**config.mk**
```make
export PLATFORM = sky130hd
export DESIGN_NAME = wb_stage
export DESIGN_NICKNAME = d
export VERILOG_FILES = /design/src/rtl/wb_stage.sv
export SDC_FILE = /design/constraint.sdc
export NUM_CORES = 1
export LEC_CHECK = 0
export ABC_AREA = 0
export CORE_UTILIZATION = 36
export CTS_BUF_LIST = sky130_fd_sc_hd__clkbuf_4
export DETAILED_ROUTE_END_ITERATION = 8
export GPL_TIMING_DRIVEN = 0
export PLACE_DENSITY = 0.79
export SKIP_CTS_REPAIR_TIMING = 1
export SLEW_MARGIN = 40
export SYNTH_ARGS = -nofsm -noshare
export SYNTH_HDL_FRONTEND = slang
export SYNTH_SLANG_ARGS = --single-unit
```
**constraint.sdc**
```tcl
create_clock -name clk -period 1.9 [get_ports clk]
set_input_delay 0.19 -clock clk [delete_from_list [all_inputs] [get_ports clk]]
set_output_delay 0.19 -clock clk [all_outputs]
set_load 0.01 [all_outputs]
```
**src/rtl/wb_stage.sv**
```systemverilog
// Write-back stage: load extraction/extension, one registered commit slot, trace and hazard view.
// Optional WB_RETIRE_CNT_EN adds a 64-bit count of retired instructions.
module wb_stage #(
    parameter logic [31:0] RESET_PC = 32'h1c000000
) (
    input  logic        clk,
    input  logic        rst,
    input  logic        in_valid,
    output logic        in_ready,
    input  logic [31:0] result,
    input  logic [31:0] PC,
    input  logic [7:0]  load_op,
    input  logic        res_from_mem,
    input  logic        gr_we,
    input  logic [4:0]  dest,
    input  logic [31:0] data_sram_rdata,
    output logic        rf_we,
    output logic [4:0]  rf_waddr,
    output logic [31:0] rf_wdata,
    output logic        wb_valid,
    output logic [4:0]  wb_dest,
    output logic [31:0] debug_wb_pc,
    output logic [3:0]  debug_wb_rf_we,
    output logic [4:0]  debug_wb_rf_wnum,
    output logic [31:0] debug_wb_rf_wdata
`ifdef WB_RETIRE_CNT_EN
    ,
    output logic [63:0] retire_cnt
`endif
);

    // Picks the addressed byte/half from the SRAM word and extends it per load type.
    function automatic logic [31:0] load_extend(
        input logic [7:0]  op,
        input logic [31:0] rdata,
        input logic [1:0]  off
    );
        logic        [7:0]  b;
        logic        [15:0] h;
        logic signed [7:0]  bs;
        logic signed [15:0] hs;
        logic signed [31:0] ws;
        logic        [31:0] ld;
        b  = rdata[8*off +: 8];
        h  = off[1] ? rdata[31:16] : rdata[15:0];
        bs = b;
        hs = h;
        ld = rdata;
        if (op[0]) begin
            ws = bs;
            ld = ws;
        end else if (op[1]) begin
            ld = {24'd0, b};
        end else if (op[2]) begin
            ws = hs;
            ld = ws;
        end else if (op[3]) begin
            ld = {16'd0, h};
        end else if (op[4] || (op[7:5] != 3'b000)) begin
            ld = rdata;
        end
        return ld;
    endfunction

    logic        vld_p1;
    logic        we_p1;
    logic [4:0]  dest_p1;
    logic [31:0] pc_p1;
    logic [31:0] wdata_p1;
    logic [31:0] wdata_p0;
    logic        accept_p0;

    assign in_ready  = ~rst & (~vld_p1 | 1'b1);
    assign accept_p0 = in_valid & in_ready;
    assign wdata_p0  = res_from_mem ? load_extend(load_op, data_sram_rdata, result[1:0])
                                    : result;

    // p0 -> p1: capture the instruction together with its SRAM word
    always_ff @(posedge clk or posedge rst) begin
        if (rst) begin
            vld_p1   <= 1'b0;
            we_p1    <= 1'b0;
            dest_p1  <= 5'd0;
            pc_p1    <= RESET_PC;
            wdata_p1 <= 32'd0;
        end else begin
            vld_p1 <= accept_p0;
            if (accept_p0) begin
                we_p1    <= gr_we & (dest != 5'd0);
                dest_p1  <= dest;
                pc_p1    <= PC;
                wdata_p1 <= wdata_p0;
            end
        end
    end

    assign wb_valid          = vld_p1;
    assign rf_we             = vld_p1 & we_p1;
    assign rf_waddr          = dest_p1;
    assign rf_wdata          = wdata_p1;
    assign wb_dest           = rf_we ? dest_p1 : 5'd0;
    assign debug_wb_pc       = pc_p1;
    assign debug_wb_rf_we    = {4{rf_we}};
    assign debug_wb_rf_wnum  = rf_waddr;
    assign debug_wb_rf_wdata = rf_wdata;

`ifdef WB_RETIRE_CNT_EN
    logic [63:0] cnt_p1;

    always_ff @(posedge clk or posedge rst) begin
        if (rst) begin
            cnt_p1 <= 64'd0;
        end else if (vld_p1) begin
            cnt_p1 <= cnt_p1 + 64'd1;
        end
    end

    assign retire_cnt = cnt_p1;
`endif

endmodule
```
==> summary by stage <==
Outcome
The flow ran to the end, and the final reports show no timing, DRC or antenna violations.

Clocking
TritonCTS built the clock tree. The clock insertion delay at the later pin of the skew report is 430 ps. The H-tree depth reported by CTS is 3.

After clock tree synthesis, the clock-pin slew on the worst setup and hold paths is 130 ps. The clock sink count is 71. The cell at the root of the clock tree is clkbuf_4. Clock tree synthesis inserted a total of 9 buffers.

The buffer depth of the longest clock path is 2.

Route
The routed design has 14080 um of wire. The total number of vias is 4398. The count of antenna-violating nets left after detailed routing is 0. In this run, the number of DRC markers left after iteration 0 of detailed routing was 341. The via count normalized by instance count is 5.108. The detailed-router iteration count before antenna repair is 6. The wire length per cell after detailed routing is 16.35 um. After detailed routing, the number of remaining DRC violations is 0.

Synth
Synthesis handed over a netlist of 472 instances. The post-synthesis compound-gate area fraction is 0.1665. The mux contribution to synthesized area is 0.07254. The flip-flop and latch count after synthesis is 71. The synthesized netlist occupies a cell area of 4088 sq um.

The share of synthesized area in the top cell type comes to 0.4163. The biggest area consumer among synthesized cells is dfrtp_1. The area share of xor/xnor cells in the synthesized design is 0. The mean area per synthesized cell is 8.660 sq um. During synthesis, Yosys emitted a total of 0 warnings. Sorting the synthesized cells by area gives the leading types as dfrtp_1 42%, nand2_1 13%, buf_4 7.5%, mux2_2 5.2%, o211ai_2 3.1%. The share of async-settable or async-resettable flops after synthesis is 1.000. Yosys mapped a number of flops with a built-in enable equal to 0.

For this run, the register share of the synthesized area comes to 0.4356. The main combinational cell family by area after synthesis is simple AND/OR/NAND/NOR gates. The area share of and/or/nand/nor cells after synthesis is 0.2173. The synthesized net count is 586. By count the netlist is led by 147 x nand2_1, 68 x dfrtp_1, 41 x buf_4. The count of different cell masters after synthesis is 39.

The primary flip-flop cell chosen by synthesis mapping is dfrtp_1. The post-synthesis share of cell area spent on full adders, half adders and majority gates is 0. The most common cell in the synthesized netlist is nand2_1.

STA
The final worst-path cycle share is 0.9480. Setup repair after global routing left no endpoint under its margin. In the post-route analysis, the smallest setup slack over all paths is 98.77 ps. The final critical path time including I/O delays and setup is 1801 ps. Setup violations remaining at the end of the flow were counted as 0. The slew at the pin closest to its max-slew limit is 707.4 ps. The number of max-slew violations in the final report is 0. The final sum of negative setup slack is 0 ps. Derived from the worst setup path, the maximum achievable clock frequency is 555.2 MHz. The count of final hold-check violations was 0. In this run the tightest slew margin relative to its limit is 0.5267.

The largest clock skew in the final design is 0 ps. Hold timing on the final database bottoms out at a slack of 173.4 ps.

Critical path
In this run the critical register-to-register path is captured at debug_wb_rf_wdata[1]. Counting both buffers and inverters, the worst setup path holds a total of 2. The critical path goes through clkdlybuf4s50_1 -> clkbuf_1 -> nand2_1 -> a21oi_4 -> a21oi_1. By startpoint and endpoint, the worst setup path is classified as input port to flop. The reg2reg setup slack is 1020 ps. Of all nets on the critical path, the largest fanout is 10. At the worst endpoint, the required time is 2180 ps.

STA classifies the critical path endpoint as a flop. The largest individual stage delay along the critical path comes from the cell clkdlybuf4s50_1. The largest single stage delay on the critical path is 500 ps. The data arrival at the endpoint of the critical path is 2080 ps. Counting cells, the worst reg-to-reg path comes to 3. The kind of cell adding the most delay to the critical path is buffers and inverters. The type of origin of the critical path is an input port. The startpoint identified for the worst register-to-register timing path is debug_wb_rf_wdata[1].

Pwr
The leakage power of the design is 3.103 nW. The power per cell area is 745.7 nW/um^2. The worst-case IR drop observed on VDD is 0.3502 mV.

GRT
met2 is the most crowded layer. Across every metal layer, demand over resource in global routing totals 0.2414. The first-pass GRT wire length is 21690 um. The number of antenna violations at the first check in global routing came to 0. In the global route stage, met3 resource usage came out at 0.05546.

For met2 alone, demand over resource in global routing was 0.4033. The number of global-route vias before repair is 4304. After global routing the overflow that remains totals 0. The met1 demand-to-capacity share in global routing is 0.2995. The largest net degree at the start of global routing is 27.

Flow run
Across the run, the number of max-cap violations was 0.

Layout
The synthesis-to-finish area growth is 67.98%. The total inserted antenna cells is 0. In the final layout, the share of cells above drive strength 1 is 0.1595. The number of filler instances in the final layout is 921. The finished cells cover 6867 sq um. Once layout is complete, the cells apart from fillers number 861.

For this run, the post-layout net count is 830. Across the whole layout, storage elements account for 1783 sq um. The multi-input combinational cells in the finished layout cover a total of 1874 sq um.

Place
The total half-perimeter wirelength after legalization and detailed placement is 11070 um. At the end of routability-driven placement, the weighted congestion stood at 0.8699. The worst setup slack before clock tree synthesis is -457.2 ps.

Including well taps, the total number of placed cells is 841. The instance area at placement is 6604 sq um. Port buffering added 226 buffers.

Die
The floorplan step defined a die boundary enclosing 11790 sq um. The die is 108.6 um wide. The vertical die dimension is 108.6 um. The number of top-level pins is 232. The total area inside the core boundary comes to 10940 sq um. Row generation in the floorplan step produced 38 rows. The initial utilization of the core area, before any placement, comes to 0.3738.

Min path
In this run the worst hold path is classified as input port to asynchronous set/reset pin.
## registers in the layout, indices dropped and copies added (netlist names)
| name | cells |
|---|---|
| wb_valid | 1 |
| debug_wb_rf_wnum | 5 |
| debug_wb_pc | 32 |
| debug_wb_rf_wdata | 32 |
| we_p1 | 1 |
## worst max path at each step
stage,cells after the start,to,start,slack (ps)
6_report,5,debug_wb_rf_wdata[13],res_from_mem,100
2_1_floorplan,5,debug_wb_rf_wdata[30],result[1],540
5_1_grt,2,rf_we,wb_valid,10
3_3_place_gp,3,in_ready,rst,-1160
3_5_place_dp,7,debug_wb_pc[27],rst,-460
4_1_cts,4,in_ready,rst,-120
## metrics by stage
| stage | total power, mW | utilization |
|---|---|---|
| 4_1_cts | 5.151 | 0.6230 |
| 5_1_grt | 5.373 | 0.6279 |
| 3_5_place_dp | 3.767 | 0.6039 |
| 6_report | 5.120 | 0.6279 |
| 3_3_place_gp | 3.704 | 0.5970 |
| 2_1_floorplan | 2.653 | - |
## worst min-delay path, cell delays in order
cell             delay [ps]
clkdlybuf4s50_1         460
clkinvlp_4              140
buf_16                  160
## placed cells by master, fill, tap and decap left out, types with 6 or more instances in the layout
master and n:
clkdlybuf4s50_1 221, nand2_1 147, dfrtp_1 66, buf_4 45, o21ai_0 22, mux2_2 19
clkbuf_1 14, a21oi_1 14, and2_1 12, nor2_1 11, o211ai_2 10, o221ai_1 10
nand3_1 10, and3_1 10, or3_1 10, clkbuf_4 10, buf_2 8, a21o_1 7
o21ai_1 7, mux2i_1 6
## cell families (layout without fill, tap and decap cells)
family | Yosys count | count (layout)
compound gates | 96 | 96
buf+inv | 72 | 321
flops | 71 | 71
mux | 26 | 26
simple gates | 207 | 207
## power breakdown
part	switching [mW]	internal, mW
combinational	0.737	1.12
clock	0.563	0.814
sequential	0.160	1.73
## per-layer routing
layer / vias to the layer above / share of wire
li1: 2061 / -
met1: 2070 / 0.39
met2: 229 / 0.49
met3: 38 / 0.090
met4: 0 / 0.030
met5: - / 0
## final cells by class
cell class                      instances  share of cell area
Tap cell                              140             0.02551
Timing Repair Buffer                  233              0.3462
Clock inverter                          6             0.01950
Multi-Input combinational cell        329              0.2730
Sequential cell                        71              0.2597
Buffer                                 68             0.06250
Clock buffer                           10             0.01093
Inverter                                4            0.002733
No activity file was read; power rests on OpenSTA's default activity.
